$ cat src/rtl/vector_sequencer.sv
// Point-list controller for the vector display: queues beam points, loads each into the line
// stepper, then paces the stepper one step per completed DAC write.
module vector_sequencer #(
   parameter int unsigned ADDR_BITS = 4,
   parameter int unsigned SETTLE    = 8
) (
   input  logic                 clk,
   input  logic                 reset,
   input  logic                 pt_valid,
   output logic                 pt_ready,
   input  logic [11:0]          pt_x,
   input  logic [11:0]          pt_y,
   input  logic                 pt_blank,
   output logic                 lt_strobe,
   output logic                 lt_next,
   output logic [11:0]          lt_x,
   output logic [11:0]          lt_y,
   input  logic                 lt_ready,
   input  logic                 lt_axis,
   input  logic [11:0]          lt_x_out,
   input  logic [11:0]          lt_y_out,
   output logic                 dac_strobe,
   output logic                 dac_axis,
   output logic [11:0]          dac_value,
   input  logic                 dac_ready,
   output logic                 blank,
   output logic                 busy,
   output logic [ADDR_BITS:0]   fifo_count
);

   localparam int unsigned DEPTH = 2 ** ADDR_BITS;
   localparam int unsigned CW    = (SETTLE > 1) ? $clog2(SETTLE + 1) : 1;

   localparam logic [ADDR_BITS:0]   FULL_COUNT = (ADDR_BITS + 1)'(DEPTH);
   localparam logic [ADDR_BITS:0]   CNT_ONE    = (ADDR_BITS + 1)'(1);
   localparam logic [ADDR_BITS-1:0] PTR_ONE    = ADDR_BITS'(1);
   localparam logic [CW-1:0]        SETTLE_CNT = CW'(SETTLE);
   localparam logic [CW-1:0]        SETTLE_ONE = CW'(1);

   typedef enum logic [2:0] {
      StIdle,
      StLoad,
      StDwell,
      StStep,
      StWrite,
      StWait
   } state_t;

   logic [24:0]          r_mem [DEPTH];
   logic [ADDR_BITS-1:0] r_wr_ptr;
   logic [ADDR_BITS-1:0] r_rd_ptr;
   logic [ADDR_BITS:0]   r_count;

   state_t               r_state;
   logic                 r_pend_blank;
   logic                 r_blank;
   logic [11:0]          r_lt_x;
   logic [11:0]          r_lt_y;
   logic [CW-1:0]        r_settle_cnt;

   logic                 w_full;
   logic                 w_push;
   logic                 w_pop;
   logic [24:0]          w_head;

   assign w_full   = (r_count == FULL_COUNT);
   assign pt_ready = !w_full && !reset;
   assign w_push   = pt_valid && pt_ready;
   assign w_pop    = (r_state == StIdle) && (r_count != '0);
   assign w_head   = r_mem[r_rd_ptr];

   // Storage needs no reset: only entries between the pointers are ever read.
   always_ff @(posedge clk) begin
      if (w_push) begin
         r_mem[r_wr_ptr] <= {pt_blank, pt_x, pt_y};
      end
   end

   always_ff @(posedge clk or posedge reset) begin
      if (reset) begin
         r_wr_ptr <= '0;
         r_rd_ptr <= '0;
         r_count  <= '0;
      end else begin
         if (w_push) begin
            r_wr_ptr <= r_wr_ptr + PTR_ONE;
         end
         if (w_pop) begin
            r_rd_ptr <= r_rd_ptr + PTR_ONE;
         end
         unique case ({w_push, w_pop})
            2'b10:   r_count <= r_count + CNT_ONE;
            2'b01:   r_count <= r_count - CNT_ONE;
            default: r_count <= r_count;
         endcase
      end
   end

   always_ff @(posedge clk or posedge reset) begin
      if (reset) begin
         r_state      <= StIdle;
         r_pend_blank <= 1'b1;
         r_blank      <= 1'b1;
         r_lt_x       <= '0;
         r_lt_y       <= '0;
         r_settle_cnt <= '0;
      end else begin
         unique case (r_state)
            StIdle: begin
               if (r_count != '0) begin
                  {r_pend_blank, r_lt_x, r_lt_y} <= w_head;
                  r_state                        <= StLoad;
               end
            end
            StLoad: begin
               r_blank <= r_pend_blank;
               // Beam needs time to settle only when the blank level actually toggles.
               if ((r_pend_blank != r_blank) && (SETTLE > 0)) begin
                  r_settle_cnt <= SETTLE_CNT;
                  r_state      <= StDwell;
               end else begin
                  r_state <= StStep;
               end
            end
            StDwell: begin
               if (r_settle_cnt <= SETTLE_ONE) begin
                  r_state <= StStep;
               end else begin
                  r_settle_cnt <= r_settle_cnt - SETTLE_ONE;
               end
            end
            StStep: begin
               r_state <= lt_ready ? StIdle : StWrite;
            end
            StWrite: begin
               if (dac_ready) begin
                  r_state <= StWait;
               end
            end
            StWait: begin
               if (dac_ready) begin
                  r_state <= StStep;
               end
            end
            default: r_state <= StIdle;
         endcase
      end
   end

   assign lt_strobe  = (r_state == StLoad);
   assign lt_next    = (r_state == StStep) && !lt_ready;
   assign lt_x       = r_lt_x;
   assign lt_y       = r_lt_y;
   assign dac_strobe = (r_state == StWrite) && dac_ready;
   assign dac_axis   = lt_axis;
   assign dac_value  = lt_axis ? lt_y_out : lt_x_out;
   assign blank      = r_blank;
   assign busy       = (r_state != StIdle) || (r_count != '0);
   assign fifo_count = r_count;

endmodule

$ cat config.mk
export PLATFORM = sky130hd
export DESIGN_NAME = vector_sequencer
export DESIGN_NICKNAME = d
export VERILOG_FILES = /design/src/rtl/vector_sequencer.sv
export SDC_FILE = /design/constraint.sdc
export NUM_CORES = 1
export LEC_CHECK = 0
export CAP_MARGIN = 20
export CORE_MARGIN = 2
export CORE_UTILIZATION = 53
export DETAILED_ROUTE_END_ITERATION = 12
export PLACE_DENSITY_LB_ADDON = 0.1
export SYNTH_ARGS = -nofsm -noshare
export SYNTH_HDL_FRONTEND = slang
export SYNTH_SLANG_ARGS = --single-unit
$ cat constraint.sdc
create_clock -name clk -period 3.09 [get_ports clk]
set_input_delay 0.309 -clock clk [delete_from_list [all_inputs] [get_ports clk]]
set_output_delay 0.309 -clock clk [all_outputs]
set_load 0.05 [all_outputs]
==> impl_metrics.json <==
{
  "status": "finished, final reports clean",
  "die_h_um": 186,
  "grt_start_max_net_pins": 47,
  "async_flop_share_pct": 10.3,
  "finalSetupViolCount": 0,
  "switching_share_pct": 32.1,
  "initial_core_util_pct": 53.8,
  "finalHoldViolCount": 0,
  "synthXorXnorAreaFrac_pct": 0.652,
  "cts_buffer_depth": 3,
  "final.setup_skew_ns": 0.00987,
  "fmax_mhz": 355,
  "cts_tree": "yes",
  "place_congestion": 0.757,
  "holdBufCountCts": 0,
  "antenna_found_initial": 1,
  "syn_inst": 831,
  "clock_latency_ns": 0.54,
  "cts.reportedPaths.clkPinSlew_ns": 0.06,
  "synth-adder-area-share_pct": 0.788,
  "cts_sinks": 446,
  "max_cap_violations": 0,
  "core_um2": 32500,
  "diodes": 0,
  "synth-seq-cells": 446,
  "grt_pass1_wl_mm": 56.9,
  "pwr-share-clk_pct": 26.8,
  "cp.required_ns": 3.55,
  "rows": 66,
  "grt_overflow": 0,
  "wl_per_cell_um": 26.0,
  "p_leak_nw": 6.74,
  "power.density_nw_per_um2": 926,
  "ys_warn_count": 0,
  "min_path_type": "in2async",
  "drive_above_1_share_pct": 28.9,
  "ant_nets": 0,
  "rsz0062_at_grt": "false",
  "synth-compound-area-share_pct": 3.50,
  "max_slew.worst_pin.slew_ns": 0.772,
  "die_x_um": 186,
  "critPathLaunchType": "flip-flop",
  "portBuffers": 102,
  "dieArea_um2": 34400,
  "drtIter0Drc": 830,
  "first_global_vias": 9159,
  "synthMuxAreaShare_pct": 15.9,
  "synth_top_family_by_area": "multiplexers",
  "ios": 103,
  "cts.repair.resized": 0,
  "vias": 8728,
  "crit_fanout": 10,
  "avgSynthCellArea_um2": 21.0,
  "synthFlopType": "edfxtp_1",
  "drt_wl_total_mm": 38.0,
  "fin_nets": 1049,
  "cp-end-kind": "flip-flop",
  "worstSetupPathType": "reg2reg",
  "postCtsSetupRepairBufs": 0,
  "synth_cell_type_count": 45,
  "ys_seq_area_share_pct": 75.4,
  "first_pass_iters": 5,
  "drv_slew": 0,
  "viasPerCell": 5.97,
  "power_frac_seq_pct": 41.1,
  "drc_errors": 0,
  "fin_util_pct": 63.8,
  "cp.arrival_ns": 3.27,
  "most-common-layout-cells": "edfxtp_1, clkdlybuf4s50_1, mux4_2",
  "numCtsBuffers": 44,
  "synth_edf_count": 400,
  "relSlewSlack_pct": 47.9,
  "fin_crit_sh_pct": 91.0,
  "dp_hpwl_mm": 22.1,
  "area_delta_synth_final_pct": 18.5,
  "switchingPower_w": 0.00616,
  "p_int_w": 0.0130,
  "final_common_cell": "edfxtp_1",
  "holdWs_ns": 0.403,
  "htreeDepth": 2,
  "syn_nets": 897,
  "cts_root_buf": "clkbuf_16",
  "pwr-share-comb_pct": 32.1,
  "syn_area_um2": 17500,
  "post-route-min-period_ns": 2.81,
  "grtUsageTotal_pct": 22.9,
  "ir_drop_mv": 0.491,
  "synth-simple-area-share_pct": 1.96
}
power by group through the flow:
stage / logic, W / clock network [W] / registers, W
after floorplan: 0.00418 / 0 / 0.00819
after global placement: 0.00599 / 0 / 0.00796
after detailed placement: 0.00618 / 0 / 0.00800
after CTS: 0.00620 / 0.00523 / 0.00788
after global routing: 0.00659 / 0.00548 / 0.00795
final: 0.00615 / 0.00514 / 0.00787
layout make-up:
| cell class | instances | area (um2) |
|---|---|---|
| clock buffers | 59 | 1200 |
| clock inverters | 23 | 191 |
| fillers | 2232 | 11800 |
| flip-flops and latches | 446 | 13200 |
| repair buffers | 154 | 1450 |
| well taps | 442 | 553 |
| inverters | 9 | 33.8 |
| multi-input cells | 328 | 4080 |
metal layers:
metal	global-route usage [%]	wire [um]	vias to the layer above
met1	32.5	15800	4639
met5	0	9	-
met4	5.24	583	2
met2	38.2	19300	299
met3	3.52	2350	49
li1	-	-	3739
path summary, 6_finish.rpt:
check	start	to	slack [ns]	cells past startpoint
worst min register to register	lt_x[11]	lt_x[11]	0.52	1
max in group asynchronous	reset	r_rd_ptr[3]	2.11	3
min in group clk	dac_ready	r_state[2]	0.52	3
worst max register to register	fifo_count[2]	fifo_count[4]	0.28	12
worst max-delay path	fifo_count[2]	fifo_count[4]	0.28	12
worst min-delay path	reset	r_state[2]	0.40	3
cells by family (layout without fill, tap and decap cells):
logic type               after synthesis  in the layout
multiplexers                         147            147
AND/OR/NAND/NOR                       65             65
flip-flops                           446            446
adder cells (fa/ha/maj)               11             11
AO/OA/AOI/OAI                         92             92
buffers and inverters                 57            245
XOR/XNOR                              13             13
cell usage after synthesis (all sizes together) (2+ instances only):
master | number | area, um2
nand3 | 2 | 10.0
nand4 | 2 | 12.5
inv | 9 | 33.8
mux2 | 40 | 450
nand2b | 6 | 37.5
nand2 | 14 | 55.1
nor4 | 2 | 27.5
clkbuf | 10 | 37.5
buf | 38 | 249
dfrtp | 44 | 1100
mux4 | 100 | 2250
and2 | 3 | 18.8
o21ai | 6 | 33.8
edfxtp | 400 | 12000
o22ai | 39 | 244
nor3b | 2 | 15.0
a211oi | 6 | 70.1
nor2b | 6 | 37.5
a21o | 2 | 15.0
a21oi | 29 | 145
nor2 | 18 | 67.6
o21a | 2 | 15.0
xnor2 | 10 | 87.6
dfstp | 2 | 52.6
xor2 | 3 | 26.3
ha | 11 | 138
nor3 | 7 | 35.0
mux2i | 7 | 70.1
nor4bb | 2 | 20.0
per-stage QoR:
step	instance area, um2	worst slack [ns]	total power (W)	instances	setup TNS [ns]
global route	20700	0.162	0.0200	1461	0
floorplan	17500	-0.0122	0.0124	831	-0.331
CTS	20700	0.255	0.0193	1461	0
detailed placement	19300	0.281	0.0142	1379	0
finish	20700	0.277	0.0192	1461	0
global placement	19300	0.440	0.0140	1379	0
sequential cells by signal (all words and copies together), names as in the netlist:
| name | cells |
|---|---|
| blank | 1 |
| fifo_count | 5 |
| lt_x | 12 |
| lt_y | 12 |
| r_mem | 400 |
| r_pend_blank | 1 |
| r_rd_ptr | 4 |
| r_settle_cnt | 4 |
| r_state | 3 |
| r_wr_ptr | 4 |
worst max-delay path, stage by stage, from the launching register on:
cell and delay [ns]:
dfrtp_2 0.47, nor4_4 0.47, a21oi_4 0.09, and2_1 0.18
inv_2 0.08, ha_4 0.19, xor2_1 0.19, ha_2 0.23
a21boi_0 0.23, o221a_2 0.24, nor3_1 0.05, nor3_2 0.17
xnor2_1 0.13
No activity file was read; power rests on OpenSTA's default activity.
